[config.mk]
export PLATFORM = sky130hd
export DESIGN_NAME = ddr_port_arbiter
export DESIGN_NICKNAME = d
export VERILOG_FILES = /design/src/rtl/ddr_arb_pkg.sv /design/src/rtl/ddr_arb_prio.sv /design/src/rtl/ddr_port_arbiter.sv
export SDC_FILE = /design/constraint.sdc
export NUM_CORES = 1
export LEC_CHECK = 0
export BUFFER_PORTS_ARGS = -buffer_cell sky130_fd_sc_hd__buf_2
export CAP_MARGIN = 30
export CELL_PAD_IN_SITES_DETAIL_PLACEMENT = 0
export CELL_PAD_IN_SITES_GLOBAL_PLACEMENT = 2
export CORE_MARGIN = 4
export CORE_UTILIZATION = 29
export CTS_BUF_LIST = sky130_fd_sc_hd__clkbuf_8
export CTS_CLUSTER_SIZE = 40
export DETAILED_ROUTE_END_ITERATION = 10
export PLACE_DENSITY = 0.92
export SYNTH_ARGS = -nofsm -noshare
export SYNTH_HDL_FRONTEND = slang
export SYNTH_HIERARCHICAL = 1
export SYNTH_SLANG_ARGS = --single-unit
[constraint.sdc]
create_clock -name ddr_usrclk -period 4.53 [get_ports ddr_usrclk]
set_input_delay 0.2265 -clock ddr_usrclk [delete_from_list [all_inputs] [get_ports ddr_usrclk]]
set_output_delay 0.2265 -clock ddr_usrclk [all_outputs]
set_load 0.01 [all_outputs]
[src/rtl/ddr_arb_pkg.sv]
// Shared definitions for the DDR command-port arbiter: FSM states,
// MCB instruction codes and the burst alignment helper.
package ddr_arb_pkg;

    typedef enum logic [1:0] {
        ST_IDLE  = 2'd0,
        ST_ARB   = 2'd1,
        ST_ISSUE = 2'd2,
        ST_GAP   = 2'd3
    } arb_state_t;

    localparam logic [2:0] INSTR_WRITE = 3'b000;
    localparam logic [2:0] INSTR_READ  = 3'b001;

    localparam int DEF_BL_WORDS = 64;

    // Mask of the byte-address bits that must be zero for a burst of
    // bl_words 32-bit words to start on its own natural boundary.
    function automatic logic [63:0] align_mask(input int bl_words);
        return (64'd1 << $clog2(bl_words * 4)) - 64'd1;
    endfunction

endpackage

[src/rtl/ddr_arb_prio.sv]
// Eligibility evaluation for the write and read requesters plus the
// read-starvation counter; produces a mutually exclusive grant selection.
module ddr_arb_prio
    import ddr_arb_pkg::*;
#(
    parameter int BL_WORDS   = DEF_BL_WORDS,
    parameter int FIFO_DEPTH = 64,
    parameter int ADDR_W     = 30,
    parameter int STARVE_MAX = 8
) (
    input  logic              ddr_usrclk,
    input  logic              reset_i,
    input  logic              clear_i,
    input  logic              arb_i,
    input  logic              wr_req_i,
    input  logic [ADDR_W-1:0] wr_addr_i,
    input  logic [6:0]        wr_fifo_count_i,
    input  logic              rd_req_i,
    input  logic [ADDR_W-1:0] rd_addr_i,
    input  logic [6:0]        rd_fifo_count_i,
    output logic              sel_wr_o,
    output logic              sel_rd_o,
    output logic              misalign_o
);

    localparam logic [ADDR_W-1:0] ALIGN_MASK = ADDR_W'(align_mask(BL_WORDS));
    localparam int                SW         = $clog2(STARVE_MAX + 1);
    localparam logic [SW-1:0]     STARVE_LIM = SW'(STARVE_MAX);

    logic          w_wr_aligned;
    logic          w_rd_aligned;
    logic          w_wr_elig;
    logic          w_rd_elig;
    logic          w_starved;
    logic [SW-1:0] r_starve_cnt;

    assign w_wr_aligned = (wr_addr_i & ALIGN_MASK) == '0;
    assign w_rd_aligned = (rd_addr_i & ALIGN_MASK) == '0;

    // A write needs a full burst already queued; a read needs room for one.
    assign w_wr_elig = wr_req_i && w_wr_aligned
                       && (int'(wr_fifo_count_i) >= BL_WORDS);
    assign w_rd_elig = rd_req_i && w_rd_aligned
                       && ((FIFO_DEPTH - int'(rd_fifo_count_i)) >= BL_WORDS);

    assign w_starved  = (r_starve_cnt == STARVE_LIM);
    assign sel_wr_o   = w_wr_elig && (!w_rd_elig || !w_starved);
    assign sel_rd_o   = w_rd_elig && (!w_wr_elig || w_starved);
    assign misalign_o = (wr_req_i && !w_wr_aligned) || (rd_req_i && !w_rd_aligned);

    // Count write grants taken while a read was waiting; any read grant or an
    // uncontested write grant resets the count.
    always_ff @(posedge ddr_usrclk) begin
        if (reset_i || clear_i) begin
            r_starve_cnt <= '0;
        end else if (arb_i && sel_rd_o) begin
            r_starve_cnt <= '0;
        end else if (arb_i && sel_wr_o) begin
            if (!w_rd_elig) begin
                r_starve_cnt <= '0;
            end else if (!w_starved) begin
                r_starve_cnt <= r_starve_cnt + SW'(1);
            end
        end
    end

endmodule

[src/rtl/ddr_port_arbiter.sv]
// Schedules the single MCB command port between the capture writer and the
// readback reader; a command is issued only when its data FIFO can take a
// full burst.
module ddr_port_arbiter
    import ddr_arb_pkg::*;
#(
    parameter int BL_WORDS   = DEF_BL_WORDS,
    parameter int FIFO_DEPTH = 64,
    parameter int ADDR_W     = 30,
    parameter int STARVE_MAX = 8,
    parameter int CNT_W      = 16
) (
    input  logic              ddr_usrclk,
    input  logic              reset_i,
    input  logic              calib_done_i,
    input  logic              wr_req_i,
    input  logic [ADDR_W-1:0] wr_addr_i,
    input  logic [6:0]        wr_fifo_count_i,
    output logic              wr_gnt_o,
    input  logic              rd_req_i,
    input  logic [ADDR_W-1:0] rd_addr_i,
    input  logic [6:0]        rd_fifo_count_i,
    output logic              rd_gnt_o,
    input  logic              cmd_full_i,
    output logic              cmd_en_o,
    output logic [2:0]        cmd_instr_o,
    output logic [5:0]        cmd_bl_o,
    output logic [ADDR_W-1:0] cmd_byte_addr_o,
    output logic              busy_o,
    output logic              err_align_o,
    output logic [CNT_W-1:0]  wr_cmds_o,
    output logic [CNT_W-1:0]  rd_cmds_o
);

    arb_state_t        r_state;
    arb_state_t        w_state_next;
    logic              w_latch;
    logic              w_issue;
    logic              w_sel_wr;
    logic              w_sel_rd;
    logic              w_misalign;
    logic              w_arb;
    logic              r_cmd_en;
    logic              r_wr_gnt;
    logic              r_rd_gnt;
    logic              r_err_align;
    logic [2:0]        r_cmd_instr;
    logic [ADDR_W-1:0] r_cmd_addr;
    logic [CNT_W-1:0]  r_wr_cmds;
    logic [CNT_W-1:0]  r_rd_cmds;

    assign w_arb = (r_state == ST_ARB) && calib_done_i;

    ddr_arb_prio #(
        .BL_WORDS   (BL_WORDS),
        .FIFO_DEPTH (FIFO_DEPTH),
        .ADDR_W     (ADDR_W),
        .STARVE_MAX (STARVE_MAX)
    ) u_prio (
        .ddr_usrclk      (ddr_usrclk),
        .reset_i         (reset_i),
        .clear_i         (!calib_done_i),
        .arb_i           (w_arb),
        .wr_req_i        (wr_req_i),
        .wr_addr_i       (wr_addr_i),
        .wr_fifo_count_i (wr_fifo_count_i),
        .rd_req_i        (rd_req_i),
        .rd_addr_i       (rd_addr_i),
        .rd_fifo_count_i (rd_fifo_count_i),
        .sel_wr_o        (w_sel_wr),
        .sel_rd_o        (w_sel_rd),
        .misalign_o      (w_misalign)
    );

    // State register.
    always_ff @(posedge ddr_usrclk) begin
        if (reset_i) begin
            r_state <= ST_IDLE;
        end else begin
            r_state <= w_state_next;
        end
    end

    // Next state; losing calibration aborts whatever is in flight.
    always_comb begin
        w_state_next = r_state;
        w_latch      = 1'b0;
        w_issue      = 1'b0;
        if (!calib_done_i) begin
            w_state_next = ST_IDLE;
        end else begin
            case (r_state)
                ST_IDLE: w_state_next = ST_ARB;
                ST_ARB: begin
                    if (w_sel_wr || w_sel_rd) begin
                        w_latch      = 1'b1;
                        w_state_next = ST_ISSUE;
                    end
                end
                ST_ISSUE: begin
                    if (!cmd_full_i) begin
                        w_issue      = 1'b1;
                        w_state_next = ST_GAP;
                    end
                end
                ST_GAP:  w_state_next = ST_ARB;
                default: w_state_next = ST_IDLE;
            endcase
        end
    end

    // Command registers change only when a request is committed in ARB.
    always_ff @(posedge ddr_usrclk) begin
        if (reset_i) begin
            r_cmd_instr <= INSTR_WRITE;
            r_cmd_addr  <= '0;
        end else if (w_latch) begin
            r_cmd_instr <= w_sel_wr ? INSTR_WRITE : INSTR_READ;
            r_cmd_addr  <= w_sel_wr ? wr_addr_i : rd_addr_i;
        end
    end

    // Command strobe, grant pulses and per-direction statistics.
    always_ff @(posedge ddr_usrclk) begin
        if (reset_i) begin
            r_cmd_en  <= 1'b0;
            r_wr_gnt  <= 1'b0;
            r_rd_gnt  <= 1'b0;
            r_wr_cmds <= '0;
            r_rd_cmds <= '0;
        end else begin
            r_cmd_en <= w_issue;
            r_wr_gnt <= w_issue && (r_cmd_instr == INSTR_WRITE);
            r_rd_gnt <= w_issue && (r_cmd_instr == INSTR_READ);
            if (w_issue && (r_cmd_instr == INSTR_WRITE)) begin
                r_wr_cmds <= r_wr_cmds + CNT_W'(1);
            end
            if (w_issue && (r_cmd_instr == INSTR_READ)) begin
                r_rd_cmds <= r_rd_cmds + CNT_W'(1);
            end
        end
    end

    // Sticky flag for any misaligned request; only reset clears it.
    always_ff @(posedge ddr_usrclk) begin
        if (reset_i) begin
            r_err_align <= 1'b0;
        end else if (w_misalign) begin
            r_err_align <= 1'b1;
        end
    end

    assign cmd_en_o        = r_cmd_en;
    assign wr_gnt_o        = r_wr_gnt;
    assign rd_gnt_o        = r_rd_gnt;
    assign cmd_instr_o     = r_cmd_instr;
    assign cmd_byte_addr_o = r_cmd_addr;
    assign cmd_bl_o        = 6'(BL_WORDS - 1);
    assign busy_o          = (r_state == ST_ISSUE) || (r_state == ST_GAP);
    assign err_align_o     = r_err_align;
    assign wr_cmds_o       = r_wr_cmds;
    assign rd_cmds_o       = r_rd_cmds;

endmodule

# Word level (Yosys, flattened, before mapping)

Cells that the tools add are included.
W data, S select, Z words.

Bits of input ports: 80
Register bits: 75
Logic and storage cells: 72
Bits in writable memories: 0
Output and inout bits: 76
Bits in latches: 0
Memory bits (read-only): 0
Memories: 0

Div/mod/pow operators: 0
Reduce and logical (&&, ||, !) cells: 34
Shift operators: 0
Equal/unequal tests: 8
Bitwise logic cells: 1
Multiply operators: 0
Add/subtract/negate cells: 4
Multiplexer cells: 13
$lt $le $gt $ge: 2

Operators by type and width:

| operator                | count |
|---|---|
| $logic_not A30 Y1       | 2 |
| $add A16 B1 Y16 const B | 2 |
| $ge A32 B8 Y1 const B   | 1 |
| $mux W30                | 1 |
| $logic_and A1 B1 Y1     | 13 |
| $mux W4                 | 2 |
| $sub A7 B7 Y8 const A   | 1 |
| $ge A7 B7 Y1 const B    | 1 |
| $mux W1                 | 7 |
| $logic_not A1 Y1        | 6 |
| $logic_or A1 B1 Y1      | 6 |
| $pmux W2 S3             | 1 |
| $reduce_or A2 Y1        | 3 |
| $add A4 B1 Y4 const B   | 1 |
| $eq A2 B2 Y1 const B    | 2 |
| $eq A4 B4 Y1 const B    | 1 |
| $mux W2                 | 2 |
| $ne A2 B2 Y1 const B    | 2 |
| $reduce_and A2 Y1       | 2 |
| $eq A3 B1 Y1 const B    | 1 |
| $logic_not A3 Y1        | 1 |
| $eq A2 B1 Y1 const B    | 1 |
| $logic_not A2 Y1        | 1 |
| $ne A2 B1 Y1 const B    | 1 |
| $not A1 Y1              | 1 |

# Logic depth before layout (Yosys ltp)

Gate-level depths: netlist of the first run.

Depth in word-level cells: 10
Depth in mapped cells: 11
Gate-level depth less buffers: 8

# Modules after synthesis

The synthesis of the first run kept the hierarchy.

Modules (own cells, without submodules):

| module           | area an instance (µm²) | cells each | sequential area each (µm²) | instances |
|---|---|---|---|---|
| ddr_port_arbiter | 3123.0                 | 347        | 1381.3                     | 1 |
| ddr_arb_prio     | 390.4                  | 45         | 80.1                       | 1 |

# Least setup slack after synthesis of the first run

OpenSTA, ideal clock, no wires.

Path type: in2reg
Start: input port wr_addr_i[1]
End: register r_cmd_addr[10], in the netlist cmd_byte_addr_o[10]
Setup slack: 2.312 ns
Setup time: 0.086 ns
Stages: 10
Data arrival time: 2.132 ns
Data required time: 4.444 ns
Path through: nor4_1 and3_1 o21a_1 clkbuf_1 nor2_1 nor2b_1 clkbuf_1 clkbuf_1 nor2_1 a211oi_1

Elaborated cells on any way between the ends: 12

RTL lines:

| what                  | line                    | text |
|---|---|---|
| start, declared       | ddr_port_arbiter.sv:17  | `input logic [ADDR_W-1:0] wr_addr_i,` |
| $logic_not A30 Y1 *   | ddr_arb_prio.sv:37      | `assign w_wr_aligned = (wr_addr_i & ALIGN_MASK) == '0;` |
| $logic_and A1 B1 Y1 * | ddr_arb_prio.sv:41      | `assign w_wr_elig = wr_req_i && w_wr_aligned` |
| $logic_and A1 B1 Y1 * | ddr_arb_prio.sv:42      | `&& (int'(wr_fifo_count_i) >= BL_WORDS);` |
| $logic_and A1 B1 Y1 * | ddr_arb_prio.sv:47      | `assign sel_wr_o = w_wr_elig && (!w_rd_elig \|\| !w_starved);` |
| named net w_sel_wr    | ddr_port_arbiter.sv:39  | `logic w_sel_wr;` |
| $logic_or A1 B1 Y1    | ddr_port_arbiter.sv:95  | `if (w_sel_wr \|\| w_sel_rd) begin` |
| $mux W1               | ddr_port_arbiter.sv:95  |  |
| $mux W1               | ddr_port_arbiter.sv:92  | `case (r_state)` |
| $mux W1               | ddr_port_arbiter.sv:89  | `if (!calib_done_i) begin` |
| end signal, assigned  | ddr_port_arbiter.sv:119 | `r_cmd_addr <= w_sel_wr ? wr_addr_i : rd_addr_i;` |
| end, declared         | ddr_port_arbiter.sv:48  | `logic [ADDR_W-1:0] r_cmd_addr;` |

Mark *: on every way through the listed nets, which the timed path passes. The rest lies on a longest branch.
A chain may end at the register's enable or synchronous reset.

# Worst setup path after layout of the first run

Start: register r_state[0]
End: register r_wr_cmds[14], in the netlist wr_cmds_o[14]

Longest elaborated chain between the ends: 4

RTL lines:

| what                   | line                    | text |
|---|---|---|
| start, declared        | ddr_port_arbiter.sv:35  | `arb_state_t r_state;` |
| start signal, assigned | ddr_port_arbiter.sv:80  | `r_state <= w_state_next;` |
| $eq A2 B2 Y1           | ddr_port_arbiter.sv:92  |  |
| $mux W1                | ddr_port_arbiter.sv:92  |  |
| $mux W1                | ddr_port_arbiter.sv:89  |  |
| $logic_and A1 B1 Y1    | ddr_port_arbiter.sv:135 | `if (w_issue && (r_cmd_instr == INSTR_WRITE)) begin` |
| end signal, assigned   | ddr_port_arbiter.sv:136 | `r_wr_cmds <= r_wr_cmds + CNT_W'(1);` |
| end, declared          | ddr_port_arbiter.sv:49  | `logic [CNT_W-1:0] r_wr_cmds;` |

Every way passes these cells.

==> results.md, run 1 <==
* Ratio of cells with drive above 1 in the final layout at 33.1%
* Final WL at 8970 µm
* Worst-Skew Late Latency at 0.37 ns
* Crit path max fanout at 9
* Worst slew pin tran at 0.733 ns
* Placed Area at 0.00432 mm²
* Crit start category: flip-flop
* Maximum VDD drop at 0.000164 V
* Final Max Slew Viols at 0
* Leakage dissipation at 1.84 nW
* Net Sw Frac at 21.5%
* Fin area at 0.00458 mm²
* Vias in the first global route at 3,081
* Final worst slack at 2.23 ns
* Post-synthesis sequential area ratio at 41.6%
* Max Cap Violations at 0
* RSZ-0062 raised after global routing: false
* Fin. Hold Viols at 0
* Fraction of registers with async set/reset at 0%
* Combinational power share at 5.7%
* Dominant synthesized flop cell: dfxtp_1
* DIE AREA at 0.0139 mm²
* DR iter-0 viols at 187
* Synth warn at 6
* Post_cts resized at 0
* Final #Nets at 611
* Final min period at 2.30 ns
* DR WL/cell at 13.4 µm
* Root Driver: clkbuf_8
* Post-synth EDFFs at 0
* Inserted Clock Buffers at 9
* H-Tree Depth at 3
* IO Count at 156
* Clock power frac at 47.9%
* Placed cell count at 656
* Setup TNS at 0 ns
* CTS Sinks at 73
* Fillers at 1,181
* Worst r2r path cells at 6
* Syn-to-layout area delta at 30.3%
* Row count at 39
* Seq. cell area at 0.00146 mm²
* Critical path cell sequence: inv_1 -> ha_1 -> nand4bb_1 -> or4_4 -> or3_1 -> a21oi_1
* CP startpoint: r_state[0]
* Vias per cell at 4.73
* CP Data Required Time at 4.83 ns
* Diodes inserted at 0
* Place WS at 1.96 ns
* Worst reg2reg endpoint: wr_cmds_o[14]
* Post-Route Skew at 0.0159 ns
* Final setup fails at 0
* Period utilization at 50.8%
* DRC Markers at 0
* GRT Residual Overflow at 0
* Slowest cell on the critical path: or4_4
* DRT Pass-1 Iters at 4
* Post-CTS setup buffer count at 0
* Hold WC Path Type: input pin to flip-flop
* All-layer global routing usage at 13.1%
* CP arrival at 2.60 ns
* Critical path type: flip-flop to flip-flop
* Largest net degree at the start of global routing at 45
* HP Start: rd_addr_i[18]
* Clock slew at reported path FFs at 0.08 ns
* Hold endpoint: cmd_byte_addr_o[18]
* Synthesized instance count at 392
* CTS tree: done
* Fmax at 435 MHz
* Worst Hold Depth at 3
* Critical path's largest stage delay at 0.68 ns
* DR vias at 3,177
* GP Congestion at 0.788
* Top-count cell post-synth: dfxtp_1
* R2r setup slk at 2.23 ns
* Synth area leaders: dfxtp_1 (42%), mux2i_1 (8.8%), a211oi_1 (6.8%)
* Initial antenna violation count at 0
* Slew HR at 50.7%
* Utilization after layout at 39.4%
* Die Height at 118 µm
* Synth cell count leaders: dfxtp_1 (73), nor2_1 (61), a211oi_1 (32)
* Antenna Nets Post-Route at 0
* Clk buf depth at 2
* Synthesized cell area at 0.00351 mm²
* Crit path buffers/inverters at 1
* First-pass GRT wire length at 14,800 µm
* Synth area leader: dfxtp_1
* Post-DP HPWL at 6730 µm
* Die X-Extent at 118 µm
* Buffers on Ports at 141
* CTS Hold Bufs at 0
* Multi-input gate area at 0.00190 mm²
* P_sw at 299 µW
* Synthesized area per cell at 8.96 µm²
* Status: finished, final reports clean
* Post-route insts no fill at 672
* Register bit total from synthesis at 73
* Initial core utilization at 30.3%
* Crit path depth at 6
* Sequential share of power at 46.4%
* Power density over cell area at 303 mW/mm²
* Cell variety after synth at 50
* Share of the synthesized area in the top cell type at 41.6%
* P_int at 1.09 mW
* Crit end category: flip-flop
* Critical path's top delay family: simple AND/OR/NAND/NOR gates
* Core Region at 0.0116 mm²
* Worst reg2reg startpoint: r_state[0]
[cell type report]
cell class                 instances  share of cell area [%]
multi-input combinational        286                    41.4
inverter                          10                   0.820
timing repair buffer             144                    16.2
sequential                        73                    31.9
tap                              143                    3.91
clock inverter                     4                    2.13
clock buffer                      12                    3.61
[metrics by stage]
step,hold WS (ns),total power [mW]
2_1_floorplan,0.302,0.698
3_5_place_dp,0.462,0.741
6_report,0.187,1.39
3_3_place_gp,0.462,0.738
5_1_grt,0.161,1.45
4_1_cts,0.156,1.42
[tightest hold or removal path, cell delays in order]
cell	delay [ns]
buf_2	0.09
mux2i_1	0.11
a211oi_1	0.08
[metal layers]
layer | share of wire (%) | track usage (%) | vias up
li1 | - | - | 1646
met1 | 46 | 15.9 | 1410
met2 | 43 | 19.5 | 115
met3 | 10 | 7.64 | 6
met4 | 1.2 | 4.10 | 0
met5 | 0 | 0 | -
[power by group through the flow]
stage / registers, mW / clock network (mW) / logic (mW)
after floorplan: 0.660 / 0 / 0.0378
after global placement: 0.660 / 0 / 0.0783
after detailed placement: 0.660 / 0 / 0.0804
after CTS: 0.645 / 0.693 / 0.0805
after global routing: 0.645 / 0.719 / 0.0888
final: 0.645 / 0.665 / 0.0793
[cell usage in the layout (no fill, tap or decap), types with 2 or more instances in the layout]
cell type	n
ha_1	7
nor4_4	2
conb_1	8
nand2_1	15
or3_1	11
mux2i_1	31
buf_4	2
and3_1	3
a21oi_1	15
nor2_1	61
and2_1	3
xor2_1	5
and4_1	3
nor2b_1	4
bufinv_16	3
buf_2	141
nand3_1	12
nor4_1	6
dfxtp_1	73
nand4_1	9
mux2_2	3
o21ai_0	12
a211oi_1	32
inv_1	10
clkbuf_8	12
xnor2_1	14
nor3_1	7
[sequential cells by signal, summed over array words and instances, names as in the netlist, 2 cells and up]
register / flops
r_state: 2
wr_cmds_o: 16
rd_cmds_o: 16
u_prio/r_starve_cnt: 4
cmd_byte_addr_o: 30
[worst max-delay path by stage]
stage	to	slack (ns)
2_1_floorplan	cmd_byte_addr_o[10]	2.31
4_1_cts	wr_cmds_o[14]	2.22
5_1_grt	wr_cmds_o[14]	2.04
3_5_place_dp	cmd_byte_addr_o[22]	1.96
3_3_place_gp	cmd_byte_addr_o[11]	1.67
6_report	wr_cmds_o[14]	2.23
[cells by family (layout without fill, tap and decap cells)]
logic type / after synthesis / in the layout / share of synthesized area (%)
flip-flops: 73 / 73 / 41.6
adder cells (fa/ha/maj): 7 / 7 / 2.49
other: 2 / 8 / 0.214
multiplexers: 34 / 34 / 9.79
XOR/XNOR: 19 / 19 / 4.74
buffers and inverters: 39 / 170 / 5.27
AND/OR/NAND/NOR: 150 / 150 / 22.9
AO/OA/AOI/OAI: 68 / 68 / 13.0
Note: power is estimated with default switching activity, not from simulation.
==> run 2, diff against run 1 <==
--- a/config.mk
+++ b/config.mk
@@ -10,11 +10,11 @@
 export CELL_PAD_IN_SITES_DETAIL_PLACEMENT = 0
 export CELL_PAD_IN_SITES_GLOBAL_PLACEMENT = 2
 export CORE_MARGIN = 4
-export CORE_UTILIZATION = 29
+export CORE_UTILIZATION = 27
 export CTS_BUF_LIST = sky130_fd_sc_hd__clkbuf_8
 export CTS_CLUSTER_SIZE = 40
 export DETAILED_ROUTE_END_ITERATION = 10
-export PLACE_DENSITY = 0.92
+export PLACE_DENSITY = 0.87
 export SYNTH_ARGS = -nofsm -noshare
 export SYNTH_HDL_FRONTEND = slang
 export SYNTH_HIERARCHICAL = 1
==> constraint.sdc (replaced) <==
create_clock -name ddr_usrclk -period 2.2 [get_ports ddr_usrclk]
set_input_delay 0.11 -clock ddr_usrclk [delete_from_list [all_inputs] [get_ports ddr_usrclk]]
set_output_delay 0.11 -clock ddr_usrclk [all_outputs]
set_load 0.01 [all_outputs]
==> run 2 against run 1 <==
Critical endpoint is now wr_cmds_o[10]. Clock skew fell by 0.0053 ns. Non-clock buffer count rose by 8. Highest routed layer unchanged. Core utilization fell by 2.8 points. Worst setup slack got worse by 2.0 ns.
==> results.md, run 2 (synthesis gave the netlist of run 1 again) <==
* Die Height at 122 µm (+3.4%)
* Vias per cell at 4.62 (-2.2%)
* DR WL/cell at 13.1 µm (-1.8%)
* Hold_ws at 0.0629 ns (-0.124 ns)
* Design Power at 2.64 mW (+90%)
* P_sw at 610 µW (+100%)
* Vias in the first global route at 3,178 (+3.1%)
* Clock power frac at 43.3% (-4.6 points)
* Core Region at 0.0127 mm² (+9.1%)
* Fillers at 1,336 (+13%)
* Final min period at 1.98 ns (-0.325 ns)
* Post-DP HPWL at 7100 µm (+5.5%)
* CP arrival at 2.25 ns (-0.35 ns)
* H-Tree Depth at 3 (unchanged)
* CTS tree: done
* Utilization after layout at 36.6% (-2.8 points)
* DRC Markers at 0 (unchanged)
* Slew HR at 57.7% (+7.0 points)
* Fin. Hold Viols at 0 (unchanged)
* CP Data Required Time at 2.48 ns (-2.35 ns)
* Syn-to-layout area delta at 31.9%
* Largest net degree at the start of global routing at 61 (+36%)
* Met3 Use GR at 5.57% (-2.1 points)
* Power density over cell area at 570 mW/mm² (+88%)
* Leakage dissipation at 1.87 nW (+1.4%)
* Slowest cell on the critical path: or4_4
* Met1 GRT Util at 15.8% (-0.086 points)
* HP Start: cmd_full_i
* Inserted Clock Buffers at 9 (unchanged)
* Worst reg2reg startpoint: r_state[0]
* Clk buf depth at 2 (unchanged)
* Place WS at 0.0704 ns (-1.89 ns)
* Critical path type: flip-flop to flip-flop
* Critical path's largest stage delay at 0.63 ns (-0.05 ns)
* GP Congestion at 0.778 (-1.4%)
* Initial core utilization at 27.7% (-2.5 points)
* First-pass GRT wire length at 15,100 µm (+2.2%)
* Diodes inserted at 0 (unchanged)
* CTS Hold Bufs at 0 (unchanged)
* Die X-Extent at 122 µm (+3.4%)
* DR vias at 3,277 (+3.1%)
* Post-Route Skew at 0.0106 ns (-0.00531 ns)
* Multi-input gate area at 0.00190 mm² (unchanged)
* Seq. cell area at 0.00146 mm² (unchanged)
* Sequential share of power at 50.2% (+3.8 points)
* P_int at 2.03 mW (+87%)
* Crit start category: flip-flop
* Crit end category: flip-flop
* DR iter-0 viols at 130 (-30%)
* Initial antenna violation count at 0 (unchanged)
* Final Max Slew Viols at 0 (unchanged)
* Combinational power share at 6.4% (+0.7 points)
* Net Sw Frac at 23.1% (+1.6 points)
* Final worst slack at 0.223 ns (-2.01 ns)
* Final #Nets at 619 (+1.3%)
* Setup TNS at 0 ns (unchanged)
* Ratio of cells with drive above 1 in the final layout at 33.9% (+0.81 points)
* DIE AREA at 0.0149 mm² (+6.9%)
* CTS Sinks at 73 (unchanged)
* Worst slew pin tran at 0.635 ns (-0.0980 ns)
* RSZ-0062 raised after global routing: false
* Row count at 41 (+5.1%)
* Max Cap Violations at 0 (unchanged)
* DRT Pass-1 Iters at 4 (unchanged)
* Buffers on Ports at 141 (unchanged)
* Clock slew at reported path FFs at 0.08 ns (about the same)
* Global routing's busiest layer: met2
* All-layer global routing usage at 12.8% (-0.36 points)
* Crit path max fanout at 6 (-3)
* Status: finished, final reports clean
* CP startpoint: r_state[0]
* M2 GR Usage at 19.5% (about the same)
* GRT Residual Overflow at 0 (unchanged)
* Maximum VDD drop at 0.000232 V (+41%)
* Fmax at 506 MHz (+16%)
* Post_cts resized at 0 (unchanged)
* Final setup fails at 0 (unchanged)
* Commonest non-fill, non-tap cells in the layout: buf_2 (141), dfxtp_1 (73), nor2_1 (61)
* Most common cell after layout, fill and taps aside: buf_2
* Final WL at 9300 µm (+3.6%)
* Post-CTS setup buffer count at 0 (unchanged)
* Period utilization at 89.8% (+39 points)
* Antenna Nets Post-Route at 0 (unchanged)
* IO Count at 156 (unchanged)
* Hold WC Path Type: input pin to flip-flop
* Max reg flops at 30 (unchanged)
* Worst-Skew Late Latency at 0.36 ns (about the same)
* Critical path cell sequence: inv_1 -> ha_1 -> nand4bb_1 -> or4_4 -> or3_1 -> a21oi_1
* Root Driver: clkbuf_8
==> run 2: worst paths after layout <==
| check | end | slack [ns] | cells past startpoint |
|---|---|---|---|
| setup / recovery | wr_cmds_o[10] | 0.22 | 6 |
| hold / removal | cmd_en_o | 0.06 | 2 |
| setup reg to reg | wr_cmds_o[10] | 0.22 | 6 |
| hold reg to reg | rd_cmds_o[15] | 0.49 | 2 |
==> run 2: power by group through the flow <==
stage	Clock [mW]	Sequential [mW]	Combinational [mW]
finish	1.15	1.33	0.170
global route	1.25	1.33	0.191
CTS	1.19	1.33	0.172
detailed placement	0	1.36	0.171
global placement	0	1.36	0.169
floorplan	0	1.36	0.0778
==> run 2: metal layers <==
metal  up-vias  share of wire, %
met5         -                 0
li1       1666                 -
met1      1475                45
met4         0               1.5
met2       125                42
met3        11                11
==> run 2: final cells by class <==
class | instances | share of cell area (%)
inverter | 10 | 0.810
clock buffer | 9 | 2.67
clock inverter | 7 | 1.86
multi-input combinational | 286 | 40.9
sequential | 73 | 31.5
tap | 172 | 4.64
timing repair buffer | 152 | 17.5
==> run 2: metrics by stage <==
step	std cells	area (µm²)
after global routing	709	4640
final	709	4640
after detailed placement	693	4430
after floorplan	398	3540
after CTS	709	4640
after global placement	693	4430
==> run 2: critical path: cells and delay by family (launching register included) <==
kind | cells | cell delay (ns)
DFF | 1 | 0.35
and+or+nand+nor | 3 | 1.18
adders and majority gates | 1 | 0.16
buffers and inverters | 1 | 0.07
AOI/OAI and AO/OA | 1 | 0.15
==> run 3, diff against run 2 <==
--- a/config.mk
+++ b/config.mk
@@ -5,12 +5,13 @@
 export SDC_FILE = /design/constraint.sdc
 export NUM_CORES = 1
 export LEC_CHECK = 0
+export ABC_AREA = 1
 export BUFFER_PORTS_ARGS = -buffer_cell sky130_fd_sc_hd__buf_2
 export CAP_MARGIN = 30
 export CELL_PAD_IN_SITES_DETAIL_PLACEMENT = 0
 export CELL_PAD_IN_SITES_GLOBAL_PLACEMENT = 2
 export CORE_MARGIN = 4
-export CORE_UTILIZATION = 27
+export CORE_UTILIZATION = 25
 export CTS_BUF_LIST = sky130_fd_sc_hd__clkbuf_8
 export CTS_CLUSTER_SIZE = 40
 export DETAILED_ROUTE_END_ITERATION = 10
==> run 3 against run 2 <==
Clock skew rose by 0.0014 ns. Count of clock-buffer cells in the layout grew 2. Synthesized area rose by 8.0%. Worst setup slack improved by 0.016 ns.
==> results.md, run 3 <==
* Critical path type: input pin to flip-flop
* Fin. Hold Viols at 0 (unchanged)
* Critical path cell sequence: dlygate4sd3_1 -> buf_2 -> nor2_1 -> nand2_1 -> nor3_2 -> nand2_2 -> nand2_4 -> nor2_1 -> nor2_4 -> buf_12 -> o21ai_0 -> a31oi_1
* Crit path max fanout at 48 (+42)
* Antenna Nets Post-Route at 0 (unchanged)
* Largest net degree at the start of global routing at 49 (-20%)
* Final WL at 12,200 µm (+31%)
* Synth area leader: dfxtp_1
* Max Cap Violations at 0 (unchanged)
* Diodes inserted at 0 (unchanged)
* Synth area leaders: dfxtp_1 (39%), nand2_1 (15%), nor2_1 (8.5%)
* Buffers on Ports at 141 (unchanged)
* Final #Nets at 831 (+34%)
* DR iter-0 viols at 159 (+22%)
* Syn-to-layout area delta at 40.5%
* Final Max Slew Viols at 0 (unchanged)
* H-Tree Depth at 3 (unchanged)
* Fraction of registers with async set/reset at 0% (unchanged)
* Post-Route Skew at 0.0121 ns (+0.00145 ns)
* Slowest cell on the critical path: dlygate4sd3_1
* Register bit total from synthesis at 73 (unchanged)
* Placed Area at 0.00469 mm² (+6.0%)
* DR WL/cell at 13.0 µm (-0.56%)
* DIE AREA at 0.0172 mm² (+15%)
* Root Driver: clkbuf_8
* Fillers at 1,543 (+15%)
* GP Congestion at 0.792 (+1.9%)
* Die X-Extent at 131 µm (+7.5%)
* Multi-input gate area at 0.00200 mm² (+5.6%)
* Final setup fails at 0 (unchanged)
* DRT Pass-1 Iters at 4 (unchanged)
* Crit-path most repeated cell: nor2_1
* Critical path's largest stage delay at 0.53 ns (-0.10 ns)
* Leakage dissipation at 2.52 nW (+35%)
* Clk buf depth at 2 (unchanged)
* IO Count at 156 (unchanged)
* Synthesized instance count at 563 (+44%)
* Row count at 44 (+7.3%)
* Vias in the first global route at 4,268 (+34%)
* Final min period at 1.96 ns (-0.0164 ns)
* Core Region at 0.0147 mm² (+16%)
* Top-count cell post-synth: nand2_1
* Most common cell after layout, fill and taps aside: nand2_1
* DR vias at 4,211 (+29%)
* Post-synthesis sequential area ratio at 38.5% (-3.1 points)
* Synthesized cell area at 0.00379 mm² (+8.0%)
* Vias per cell at 4.52 (-2.2%)
* GRT Residual Overflow at 0 (unchanged)
* Initial antenna violation count at 1 (+1)
* Setup TNS at 0 ns (unchanged)
* Period utilization at 89.1% (-0.75 points)
* Hold WC Path Type: input pin to flip-flop
* DRC Markers at 0 (unchanged)
* Power density over cell area at 501 mW/mm² (-12%)
* Worst-Skew Late Latency at 0.37 ns (about the same)
* Fmax at 510 MHz (+0.84%)
* CTS Sinks at 73 (unchanged)
* Placed cell count at 873 (+26%)
* Maximum VDD drop at 0.000298 V (+29%)
* Crit end category: flip-flop
* Max reg flops at 30 (unchanged)
* Share of the synthesized area in the top cell type at 38.5% (-3.1 points)
* CP arrival at 2.25 ns (about the same)
* Crit start category: input pin
* Inserted Clock Buffers at 9 (unchanged)
* CTS tree: done
* Status: finished, final reports clean
* Ratio of cells with drive above 1 in the final layout at 24.6% (-9.3 points)
* Clock slew at reported path FFs at 0.08 ns (about the same)
* Post-DP HPWL at 8500 µm (+20%)
* CP Data Required Time at 2.49 ns (about the same)
* Commonest non-fill, non-tap cells in the layout: nand2_1 (151), buf_2 (141), nor2_1 (86)
* Cell variety after synth at 35 (-30%)
* RSZ-0062 raised after global routing: false
* Synthesized area per cell at 6.74 µm² (-25%)
* Post-synth EDFFs at 0 (unchanged)
* First-pass GRT wire length at 20,300 µm (+35%)
* Post-route insts no fill at 932 (+31%)
* Synth warn at 6 (unchanged)
* Synth cell count leaders: nand2_1 (151), nor2_1 (86), dfxtp_1 (73)
* Dominant synthesized flop cell: dfxtp_1
* Initial core utilization at 25.8% (-1.9 points)
* Seq. cell area at 0.00146 mm² (unchanged)
* Fin area at 0.00533 mm² (+15%)
* All-layer global routing usage at 14.2% (+1.4 points)
* Die Height at 131 µm (+7.5%)
## run 3: cell count changes after synthesis, moves of 7 or more
cell      before  now
nand2_1       15  151
inv_1         10   54
a211oi_1      32    0
mux2i_1       31    0
a31oi_1        0   30
nor2_1        61   86
o21ai_0       12   34
xnor2_1       14    1
or3_1         11    0
nand3_1       12   22
buf_2          1    8
## run 3: cell families after synthesis
kind of cell / share of synthesized area, %
simple gates: 35.8
compound gates: 13.4
buf+inv: 9.37
flops: 38.5
fa+ha+maj: 2.31
xor+xnor: 0.462
other cells: 0.198
## run 3: what timing repair did
action	4_1_cts	5_1_grt
buffers inserted	0	0
resized for setup	0	1
setup endpoints to repair	0	14
hold endpoints to repair	23	2
hold buffers	42	2
## run 3: layout make-up
cell class / instances / share of cell area, %
inverters: 56 / 3.94
clock buffers: 11 / 2.84
flip-flops and latches: 73 / 27.4
multi-input cells: 412 / 37.6
clock inverters: 4 / 0.845
well taps: 184 / 4.32
repair buffers: 192 / 23.0
## run 3: final timing paths
check	to	start	cells past startpoint	slack, ns
max	cmd_byte_addr_o[29]	wr_addr_i[5]	12	0.24
min	cmd_byte_addr_o[3]	wr_addr_i[3]	3	0.02
max reg2reg	cmd_byte_addr_o[29]	u_prio/r_starve_cnt[0]	10	0.31
min reg2reg	wr_cmds_o[4]	wr_cmds_o[4]	2	0.47
## run 3: metrics by stage
stage | power, mW | setup slack, ns | utilization (%) | hold slack, ns
5_1_grt | 2.80 | 0.0189 | 36.3 | 0.00288
2_1_floorplan | 1.45 | 0.464 | - | 0.180
3_5_place_dp | 1.54 | 0.199 | 31.9 | 0.381
3_3_place_gp | 1.54 | -0.00851 | 31.8 | 0.369
4_1_cts | 2.72 | 0.147 | 36.1 | 0.000300
6_report | 2.67 | 0.240 | 36.3 | 0.0224
## run 3: worst max-delay path, delay by kind of cell
kind	cells	cell delay, ns
simple gates	7	0.93
buf+inv	3	0.91
compound gates	2	0.28
## run 3: metal layers
layer,vias up,global-route usage [%],share of wire (%)
met5,-,0,0.16
met4,2,4.55,2.0
met3,25,6.61,8.4
met2,136,23.8,46
met1,1877,16.1,43
li1,2171,-,-
## run 3: power breakdown
group,internal (mW),switching (mW)
combinational,0.131,0.112
sequential,1.32,0.00417
clock,0.572,0.524
